==> src/rtl/sram_march_bist_if.sv <==
// Port group between the March C- BIST controller and the SRAM BIST port,
// plus the start/status signals seen by the test host.
//   master : controller side (drives the SRAM BIST port and status)
//   slave  : SRAM/host side (drives A_START and A_BIST_DOUT)
// Optional macro SRAM_MARCH_BIST_FAIL_CNT_EN adds the A_FAIL_CNT status field.
interface sram_march_bist_if #(
  parameter int unsigned P_DATA_WIDTH = 64,
  parameter int unsigned P_ADDR_WIDTH = 6
);
  logic                    A_START;
  logic                    A_BIST_EN;
  logic [P_ADDR_WIDTH-1:0] A_BIST_ADDR;
  logic [P_DATA_WIDTH-1:0] A_BIST_DIN;
  logic [P_DATA_WIDTH-1:0] A_BIST_BM;
  logic                    A_BIST_MEN;
  logic                    A_BIST_WEN;
  logic                    A_BIST_REN;
  logic [P_DATA_WIDTH-1:0] A_BIST_DOUT;
  logic                    A_BUSY;
  logic                    A_DONE;
  logic                    A_FAIL;
  logic [P_ADDR_WIDTH-1:0] A_FAIL_ADDR;
  logic [2:0]              A_FAIL_ELEM;
`ifdef SRAM_MARCH_BIST_FAIL_CNT_EN
  logic [15:0]             A_FAIL_CNT;

  modport master (
    input  A_START, A_BIST_DOUT,
    output A_BIST_EN, A_BIST_ADDR, A_BIST_DIN, A_BIST_BM, A_BIST_MEN, A_BIST_WEN,
           A_BIST_REN, A_BUSY, A_DONE, A_FAIL, A_FAIL_ADDR, A_FAIL_ELEM, A_FAIL_CNT
  );
  modport slave (
    output A_START, A_BIST_DOUT,
    input  A_BIST_EN, A_BIST_ADDR, A_BIST_DIN, A_BIST_BM, A_BIST_MEN, A_BIST_WEN,
           A_BIST_REN, A_BUSY, A_DONE, A_FAIL, A_FAIL_ADDR, A_FAIL_ELEM, A_FAIL_CNT
  );
`else
  modport master (
    input  A_START, A_BIST_DOUT,
    output A_BIST_EN, A_BIST_ADDR, A_BIST_DIN, A_BIST_BM, A_BIST_MEN, A_BIST_WEN,
           A_BIST_REN, A_BUSY, A_DONE, A_FAIL, A_FAIL_ADDR, A_FAIL_ELEM
  );
  modport slave (
    output A_START, A_BIST_DOUT,
    input  A_BIST_EN, A_BIST_ADDR, A_BIST_DIN, A_BIST_BM, A_BIST_MEN, A_BIST_WEN,
           A_BIST_REN, A_BUSY, A_DONE, A_FAIL, A_FAIL_ADDR, A_FAIL_ELEM
  );
`endif
endinterface

==> src/rtl/sram_march_bist_ctrl.sv <==
// March C- BIST controller for a single-port SRAM macro.
// Runs E0 up(w0), E1 up(r0,w1), E2 up(r1,w0), E3 down(r0,w1), E4 down(r1,w0),
// E5 up(r0): one SRAM op per cycle (10N ops), one drain cycle for the last
// read compare, then DONE with pass/fail and first-failure address/element.
// Ports:
//   A_CLK    : clock (also the SRAM BIST clock)
//   A_RST_N  : synchronous active-low reset
//   bus      : sram_march_bist_if.master (SRAM BIST port group, start, status)
// Optional macro SRAM_MARCH_BIST_FAIL_CNT_EN adds a saturating 16-bit
// mismatch counter on bus.A_FAIL_CNT.
module sram_march_bist_ctrl #(
  parameter int unsigned P_DATA_WIDTH = 64,
  parameter int unsigned P_ADDR_WIDTH = 6
) (
  input logic               A_CLK,
  input logic               A_RST_N,
  sram_march_bist_if.master bus
);

  localparam int unsigned DW = P_DATA_WIDTH;
  localparam int unsigned AW = P_ADDR_WIDTH;
  localparam logic [AW-1:0] ADDR_MAX = '1;
  localparam logic [DW-1:0] ONES     = '1;

  typedef enum logic [1:0] {S_IDLE, S_RUN, S_DRAIN, S_DONE} state_e;

  state_e          state_q, state_d;
  logic [2:0]      elem_q, elem_d;
  logic [AW-1:0]   addr_q, addr_d;
  logic            phase_q, phase_d;      // 0: read slot, 1: write slot of r/w element

  logic            bist_en_q, bist_en_d;
  logic [AW-1:0]   bist_addr_q, bist_addr_d;
  logic [DW-1:0]   bist_din_q, bist_din_d;
  logic [DW-1:0]   bist_bm_q, bist_bm_d;
  logic            men_q, men_d;
  logic            wen_q, wen_d;
  logic            ren_q, ren_d;
  logic            busy_q, busy_d;
  logic            done_q, done_d;

  logic            cmp_vld_q, cmp_vld_d;
  logic [DW-1:0]   cmp_exp_q, cmp_exp_d;
  logic [AW-1:0]   cmp_addr_q, cmp_addr_d;
  logic [2:0]      cmp_elem_q, cmp_elem_d;

  logic            fail_q, fail_d;
  logic [AW-1:0]   fail_addr_q, fail_addr_d;
  logic [2:0]      fail_elem_q, fail_elem_d;

  logic            start_c;
  logic            mismatch_c;
  logic            elem_rw_c, elem_down_c, elem_last_c;
  logic [2:0]      elem_nxt_c;
  logic            run_c, rd_c;

  // Element attributes of the op currently on the SRAM port
  always_comb begin
    elem_rw_c   = (elem_q >= 3'd1) && (elem_q <= 3'd4);
    elem_down_c = (elem_q == 3'd3) || (elem_q == 3'd4);
    elem_last_c = elem_down_c ? (addr_q == '0) : (addr_q == ADDR_MAX);
    elem_nxt_c  = elem_q + 3'd1;
    mismatch_c  = cmp_vld_q && (bus.A_BIST_DOUT != cmp_exp_q);
  end

  // Next state, march sequencing, registered outputs and compare pipeline
  always_comb begin
    state_d     = state_q;
    elem_d      = elem_q;
    addr_d      = addr_q;
    phase_d     = phase_q;
    done_d      = done_q;
    fail_d      = fail_q;
    fail_addr_d = fail_addr_q;
    fail_elem_d = fail_elem_q;
    start_c     = 1'b0;

    unique case (state_q)
      S_IDLE, S_DONE: begin
        if (bus.A_START) begin
          state_d = S_RUN;
          elem_d  = 3'd0;
          addr_d  = '0;
          phase_d = 1'b0;
          done_d  = 1'b0;
          start_c = 1'b1;
        end
      end
      S_RUN: begin
        if (elem_rw_c && !phase_q) begin
          phase_d = 1'b1;
        end else begin
          phase_d = 1'b0;
          if (elem_last_c) begin
            if (elem_q == 3'd5) begin
              state_d = S_DRAIN;
            end else begin
              elem_d = elem_nxt_c;
              addr_d = ((elem_nxt_c == 3'd3) || (elem_nxt_c == 3'd4)) ? ADDR_MAX : '0;
            end
          end else begin
            addr_d = elem_down_c ? (addr_q - AW'(1)) : (addr_q + AW'(1));
          end
        end
      end
      S_DRAIN: begin
        state_d = S_DONE;
        done_d  = 1'b1;
      end
      default: state_d = S_IDLE;
    endcase

    // First mismatch wins the diagnostics; the flag stays sticky
    if (mismatch_c) begin
      fail_d = 1'b1;
      if (!fail_q) begin
        fail_addr_d = cmp_addr_q;
        fail_elem_d = cmp_elem_q;
      end
    end
    if (start_c) begin
      fail_d      = 1'b0;
      fail_addr_d = '0;
      fail_elem_d = 3'd0;
    end

    // Output registers carry the op selected by the next counter values
    run_c       = (state_d == S_RUN);
    rd_c        = run_c && ((elem_d == 3'd5) ||
                            ((elem_d >= 3'd1) && (elem_d <= 3'd4) && !phase_d));
    bist_en_d   = (state_d == S_RUN) || (state_d == S_DRAIN);
    busy_d      = bist_en_d;
    bist_bm_d   = bist_en_d ? ONES : '0;
    men_d       = run_c;
    ren_d       = rd_c;
    wen_d       = run_c && !rd_c;
    bist_addr_d = run_c ? addr_d : '0;
    bist_din_d  = (wen_d && ((elem_d == 3'd1) || (elem_d == 3'd3))) ? ONES : '0;

    // Expected word for the read on the port now; compared next cycle
    cmp_vld_d   = ren_q;
    cmp_exp_d   = ((elem_q == 3'd2) || (elem_q == 3'd4)) ? ONES : '0;
    cmp_addr_d  = addr_q;
    cmp_elem_d  = elem_q;
  end

  always_ff @(posedge A_CLK) begin
    if (!A_RST_N) begin
      state_q     <= S_IDLE;
      elem_q      <= 3'd0;
      addr_q      <= '0;
      phase_q     <= 1'b0;
      bist_en_q   <= 1'b0;
      bist_addr_q <= '0;
      bist_din_q  <= '0;
      bist_bm_q   <= '0;
      men_q       <= 1'b0;
      wen_q       <= 1'b0;
      ren_q       <= 1'b0;
      busy_q      <= 1'b0;
      done_q      <= 1'b0;
      cmp_vld_q   <= 1'b0;
      cmp_exp_q   <= '0;
      cmp_addr_q  <= '0;
      cmp_elem_q  <= 3'd0;
      fail_q      <= 1'b0;
      fail_addr_q <= '0;
      fail_elem_q <= 3'd0;
    end else begin
      state_q     <= state_d;
      elem_q      <= elem_d;
      addr_q      <= addr_d;
      phase_q     <= phase_d;
      bist_en_q   <= bist_en_d;
      bist_addr_q <= bist_addr_d;
      bist_din_q  <= bist_din_d;
      bist_bm_q   <= bist_bm_d;
      men_q       <= men_d;
      wen_q       <= wen_d;
      ren_q       <= ren_d;
      busy_q      <= busy_d;
      done_q      <= done_d;
      cmp_vld_q   <= cmp_vld_d;
      cmp_exp_q   <= cmp_exp_d;
      cmp_addr_q  <= cmp_addr_d;
      cmp_elem_q  <= cmp_elem_d;
      fail_q      <= fail_d;
      fail_addr_q <= fail_addr_d;
      fail_elem_q <= fail_elem_d;
    end
  end

  assign bus.A_BIST_EN   = bist_en_q;
  assign bus.A_BIST_ADDR = bist_addr_q;
  assign bus.A_BIST_DIN  = bist_din_q;
  assign bus.A_BIST_BM   = bist_bm_q;
  assign bus.A_BIST_MEN  = men_q;
  assign bus.A_BIST_WEN  = wen_q;
  assign bus.A_BIST_REN  = ren_q;
  assign bus.A_BUSY      = busy_q;
  assign bus.A_DONE      = done_q;
  assign bus.A_FAIL      = fail_q;
  assign bus.A_FAIL_ADDR = fail_addr_q;
  assign bus.A_FAIL_ELEM = fail_elem_q;

`ifdef SRAM_MARCH_BIST_FAIL_CNT_EN
  logic [15:0] fail_cnt_q, fail_cnt_d;

  // Saturating count of every mismatching read compare
  always_comb begin
    fail_cnt_d = fail_cnt_q;
    if (mismatch_c && (fail_cnt_q != 16'hFFFF)) begin
      fail_cnt_d = fail_cnt_q + 16'd1;
    end
    if (start_c) begin
      fail_cnt_d = 16'd0;
    end
  end

  always_ff @(posedge A_CLK) begin
    if (!A_RST_N) begin
      fail_cnt_q <= 16'd0;
    end else begin
      fail_cnt_q <= fail_cnt_d;
    end
  end

  assign bus.A_FAIL_CNT = fail_cnt_q;
`endif

endmodule

==> src/flat_wrapper.sv <==
// flat-port wrapper written by rule: the top's interface ports become plain ports
module sram_march_bist_ctrl_flat 
#(
  parameter int unsigned P_DATA_WIDTH = 64,
  parameter int unsigned P_ADDR_WIDTH = 6
)
  (A_CLK, A_RST_N, bus_A_START, bus_A_BIST_DOUT, bus_A_BIST_EN, bus_A_BIST_ADDR, bus_A_BIST_DIN, bus_A_BIST_BM, bus_A_BIST_MEN, bus_A_BIST_WEN, bus_A_BIST_REN, bus_A_BUSY, bus_A_DONE, bus_A_FAIL, bus_A_FAIL_ADDR, bus_A_FAIL_ELEM);
  sram_march_bist_if #(.P_DATA_WIDTH(P_DATA_WIDTH), .P_ADDR_WIDTH(P_ADDR_WIDTH)) bus_i ();
  input logic A_CLK;
  input logic A_RST_N;
  input wire logic [$bits(bus_i.A_START)-1:0] bus_A_START;
  input wire logic [$bits(bus_i.A_BIST_DOUT)-1:0] bus_A_BIST_DOUT;
  output wire logic [$bits(bus_i.A_BIST_EN)-1:0] bus_A_BIST_EN;
  output wire logic [$bits(bus_i.A_BIST_ADDR)-1:0] bus_A_BIST_ADDR;
  output wire logic [$bits(bus_i.A_BIST_DIN)-1:0] bus_A_BIST_DIN;
  output wire logic [$bits(bus_i.A_BIST_BM)-1:0] bus_A_BIST_BM;
  output wire logic [$bits(bus_i.A_BIST_MEN)-1:0] bus_A_BIST_MEN;
  output wire logic [$bits(bus_i.A_BIST_WEN)-1:0] bus_A_BIST_WEN;
  output wire logic [$bits(bus_i.A_BIST_REN)-1:0] bus_A_BIST_REN;
  output wire logic [$bits(bus_i.A_BUSY)-1:0] bus_A_BUSY;
  output wire logic [$bits(bus_i.A_DONE)-1:0] bus_A_DONE;
  output wire logic [$bits(bus_i.A_FAIL)-1:0] bus_A_FAIL;
  output wire logic [$bits(bus_i.A_FAIL_ADDR)-1:0] bus_A_FAIL_ADDR;
  output wire logic [$bits(bus_i.A_FAIL_ELEM)-1:0] bus_A_FAIL_ELEM;
  assign bus_i.A_START = bus_A_START;
  assign bus_i.A_BIST_DOUT = bus_A_BIST_DOUT;
  assign bus_A_BIST_EN = bus_i.A_BIST_EN;
  assign bus_A_BIST_ADDR = bus_i.A_BIST_ADDR;
  assign bus_A_BIST_DIN = bus_i.A_BIST_DIN;
  assign bus_A_BIST_BM = bus_i.A_BIST_BM;
  assign bus_A_BIST_MEN = bus_i.A_BIST_MEN;
  assign bus_A_BIST_WEN = bus_i.A_BIST_WEN;
  assign bus_A_BIST_REN = bus_i.A_BIST_REN;
  assign bus_A_BUSY = bus_i.A_BUSY;
  assign bus_A_DONE = bus_i.A_DONE;
  assign bus_A_FAIL = bus_i.A_FAIL;
  assign bus_A_FAIL_ADDR = bus_i.A_FAIL_ADDR;
  assign bus_A_FAIL_ELEM = bus_i.A_FAIL_ELEM;
  sram_march_bist_ctrl #(.P_DATA_WIDTH(P_DATA_WIDTH), .P_ADDR_WIDTH(P_ADDR_WIDTH)) u_core (.A_CLK(A_CLK), .A_RST_N(A_RST_N), .bus(bus_i));
endmodule
==> config.mk <==
export PLATFORM = sky130hd
export DESIGN_NAME = sram_march_bist_ctrl_flat
export DESIGN_NICKNAME = d
export VERILOG_FILES = /design/src/rtl/sram_march_bist_if.sv /design/src/rtl/sram_march_bist_ctrl.sv /design/src/flat_wrapper.sv
export SDC_FILE = /design/constraint.sdc
export NUM_CORES = 1
export LEC_CHECK = 0
export BUFFER_PORTS_ARGS = -buffer_cell sky130_fd_sc_hd__buf_4
export CAP_MARGIN = 20
export CORE_MARGIN = 3
export CORE_UTILIZATION = 25
export CTS_BUF_LIST = sky130_fd_sc_hd__clkbuf_4
export DETAILED_ROUTE_END_ITERATION = 6
export GPL_TIMING_DRIVEN = 0
export REMOVE_ABC_BUFFERS = 1
export SYNTH_ARGS = -nofsm -noshare
export SYNTH_HDL_FRONTEND = slang
export SYNTH_SLANG_ARGS = --single-unit
==> constraint.sdc <==
create_clock -name A_CLK -period 3.32 [get_ports A_CLK]
set_input_delay 0.498 -clock A_CLK [delete_from_list [all_inputs] [get_ports A_CLK]]
set_output_delay 0.498 -clock A_CLK [all_outputs]
set_load 0.005 [all_outputs]
==> metrics.txt <==
outcome=complete, no violations; Post-DP HPWL=7213 um; Hold Slack=approximately 0.35 ns; most frequent cells in the layout=buf_4 (217), nand2_1 (44), dfxtp_1 (41); total power=~0.0012 W; largest delay contributor family on the critical path=simple AND/OR/NAND/NOR gates; Hold Path Origin=bus_A_START; DRC viols=0; Reg2Reg Depth=11; vias=around 3.1k; final WL=about 9100 um; Syn. warnings=0; CP max-delay cell=dfxtp_2; Core Footprint=about 14000 um2; fmax=between 300 and 400 MHz; Die Height=~120 um; cell count along the critical path=11; final RePlAce weighted congestion=approximately 0.91; CP required=3.62 ns; buffers plus inverters on the worst setup path=1; Initial Util=0.2605; Core Rows=42; Avg Cell Area, Syn=between 8 and 9 um2; die area=around 16000 um2; DRT iter0 DRCs=roughly 120; CTS tree=yes; vias in the first global route=roughly 3.2k; Post-synth ARST share=0; post-synthesis sequential area ratio=0.2560; Nets=608; area grow syn2layout=27.63%; Max-slew headroom=0.3562; clock slew at reported path FFs=0.13 ns; Synth Instances=around 440; commonest non-fill, non-tap cell in the layout=buf_4; fin crit period=roughly 3.0 ns; Wirelength per Cell=about 13 um; crit start category=register; CP max stage delay=0.43 ns; drt first pass iters=4; Ports=roughly 220; Post-synth EDFFs=0; initial antenna violation count=1; final hold violations=0; hold crit path type=input port to register; CP cell instances=inv_1 -> ha_1 -> mux2_4 -> and3_1 -> o211ai_1 -> a21oi_1 -> o21ai_0 -> ha_1 -> nand2_1 -> or3_1 -> o22ai_2; GRT Total Usage=0.1114; GRT overflow=0; Die W=between 100 and 150 um; first-pass GRT wire length=about 15000 um; CTS buffer count=5; Worst Path Arrival=3.34 ns; # hold bufs at CTS=0; maxcap violations=0; Netlist cell types=53; Port Buf Inserts=roughly 220; CP dominant cell by count=ha_1; area of the mapped netlist=between 3000 and 4000 um2; Setup Crit Path Kind=register to register; H-tree levels=2; Cell Pwr Density=272.6 nW/um2; antenna-violating nets left=0; Root Buffer=clkbuf_4; Hold Path Stages=2; Clk Latency, worst-skew pair=0.36 ns; layout cells sized above 1=0.4518; Worst IR Drop VDD=0.1713 mV; CP endpoint kind=register; Pins Over Slew Limit=0; # setup viols final=0; Clock Skews=~0.0048 ns; clock buffer depth=2; worst-margin pin slew=a little under 1 ns; crit path max fanout=10; Final period util=0.9166; P_leak=between 2 and 2.5 nW; Via-to-Cell Ratio=4.450; Synth Register Bits=45; unrepaired setup endpoints after global routing=no; Worst setup startpoint=u_core.cmp_elem_d[0]; Main synth FF type=dfxtp_1; Sink Count=45; largest net degree at the start of global routing=67; worst reg2reg startpoint=u_core.cmp_elem_d[0]
==> report_power, final <==
| group | internal, W | switching (W) |
|---|---|---|
| clock network | 0.000165 | 0.000179 |
| registers | 0.000549 | 0.00000724 |
| logic | 0.000188 | 0.000136 |
==> through the flow <==
step	instances	setup TNS, ns	area, um2	utilization	setup slack [ns]
CTS	704	0	4459	0.3302	0.04473
global route	706	0	4491	0.3325	0.07317
global placement	695	0	4362	0.3230	0.01378
floorplan	303	0	2520	-	0.4314
finish	706	0	4491	0.3325	0.2768
detailed placement	696	-0.04534	4372	0.3237	-0.02676
==> worst reg2reg max path, delay by kind of cell, from the launching register on <==
kind                     cells  cell delay [ns]
buffers and inverters        1             0.17
AND/OR/NAND/NOR              3             0.70
adder cells (fa/ha/maj)      2             0.63
AO/OA/AOI/OAI                4             0.70
multiplexers                 1             0.34
flip-flops                   1             0.43
==> metal layers <==
metal	up-vias	global-route usage	part of all wire
li1	1582	-	-
met1	1387	0.1365	0.41
met2	161	0.1918	0.49
met3	12	0.02487	0.080
met4	0	0.03868	0.018
met5	-	0	0
==> sequential cells by signal, summed over array words and instances, names as in the netlist, 2 cells and up <==
| signal | flops |
|---|---|
| u_core.cmp_elem_d | 3 |
| u_core.cmp_elem_q | 3 |
| u_core.state_q | 2 |
| u_core.bus.A_FAIL_ADDR | 6 |
| u_core.bus.A_BIST_ADDR | 6 |
| u_core.bus.A_FAIL_ELEM | 3 |
| u_core.addr_q | 6 |
| u_core.cmp_addr_q | 6 |
==> cells in the mapped netlist, drive strengths merged, types with 9 or more instances <==
master	instances	share of area
or3	11	0.020
nor4	12	0.023
o21ai	12	0.017
inv	15	0.016
ha	12	0.043
nor2	20	0.021
dfxtp	45	0.26
nand2	44	0.047
buf	131	0.28
nand3	11	0.016
nand4	9	0.016
and2	12	0.021
or4	9	0.020
a21oi	14	0.020
nor3	14	0.020
mux2i	11	0.031
==> logic make-up (layout without fill, tap and decap cells) <==
family | count (synthesis) | after routing | synth area share
other | 0 | 1 | 0
buffers and inverters | 151 | 241 | 0.2998
DFF | 45 | 45 | 0.2560
and+or+nand+nor | 152 | 152 | 0.2240
xor gates and xnor gates | 4 | 4 | 0.009956
adders and majority gates | 13 | 13 | 0.04836
muxes | 13 | 13 | 0.03876
AOI/OAI and AO/OA | 61 | 61 | 0.1230
==> repair_timing <==
item | in CTS | in global routing
setup buffers | 0 | 0
gates cloned | 0 | 0
resized for setup | 1 | 3
endpoints found under the setup margin | 2 | 3
pin swaps | 0 | 1
==> layout make-up <==
cell class	instances	area, um2
timing repair buffer	218	1649
clock buffer	6	45.04
multi-input combinational	243	1578
antenna	1	2.502
inverter	15	56.30
tap	176	220.2
sequential	45	905.9
fill	1374	9015
clock inverter	2	33.78
==> final timing paths <==
| check | slack [ns] | to |
|---|---|---|
| setup / recovery | 0.28 | u_core.bus.A_BIST_WEN |
| hold / removal | 0.35 | u_core.bus.A_DONE |
| setup reg to reg | 0.28 | u_core.bus.A_BIST_WEN |
| hold reg to reg | 0.45 | u_core.bus.A_FAIL_ELEM[2] |
Power figures use the tool's default switching activity.
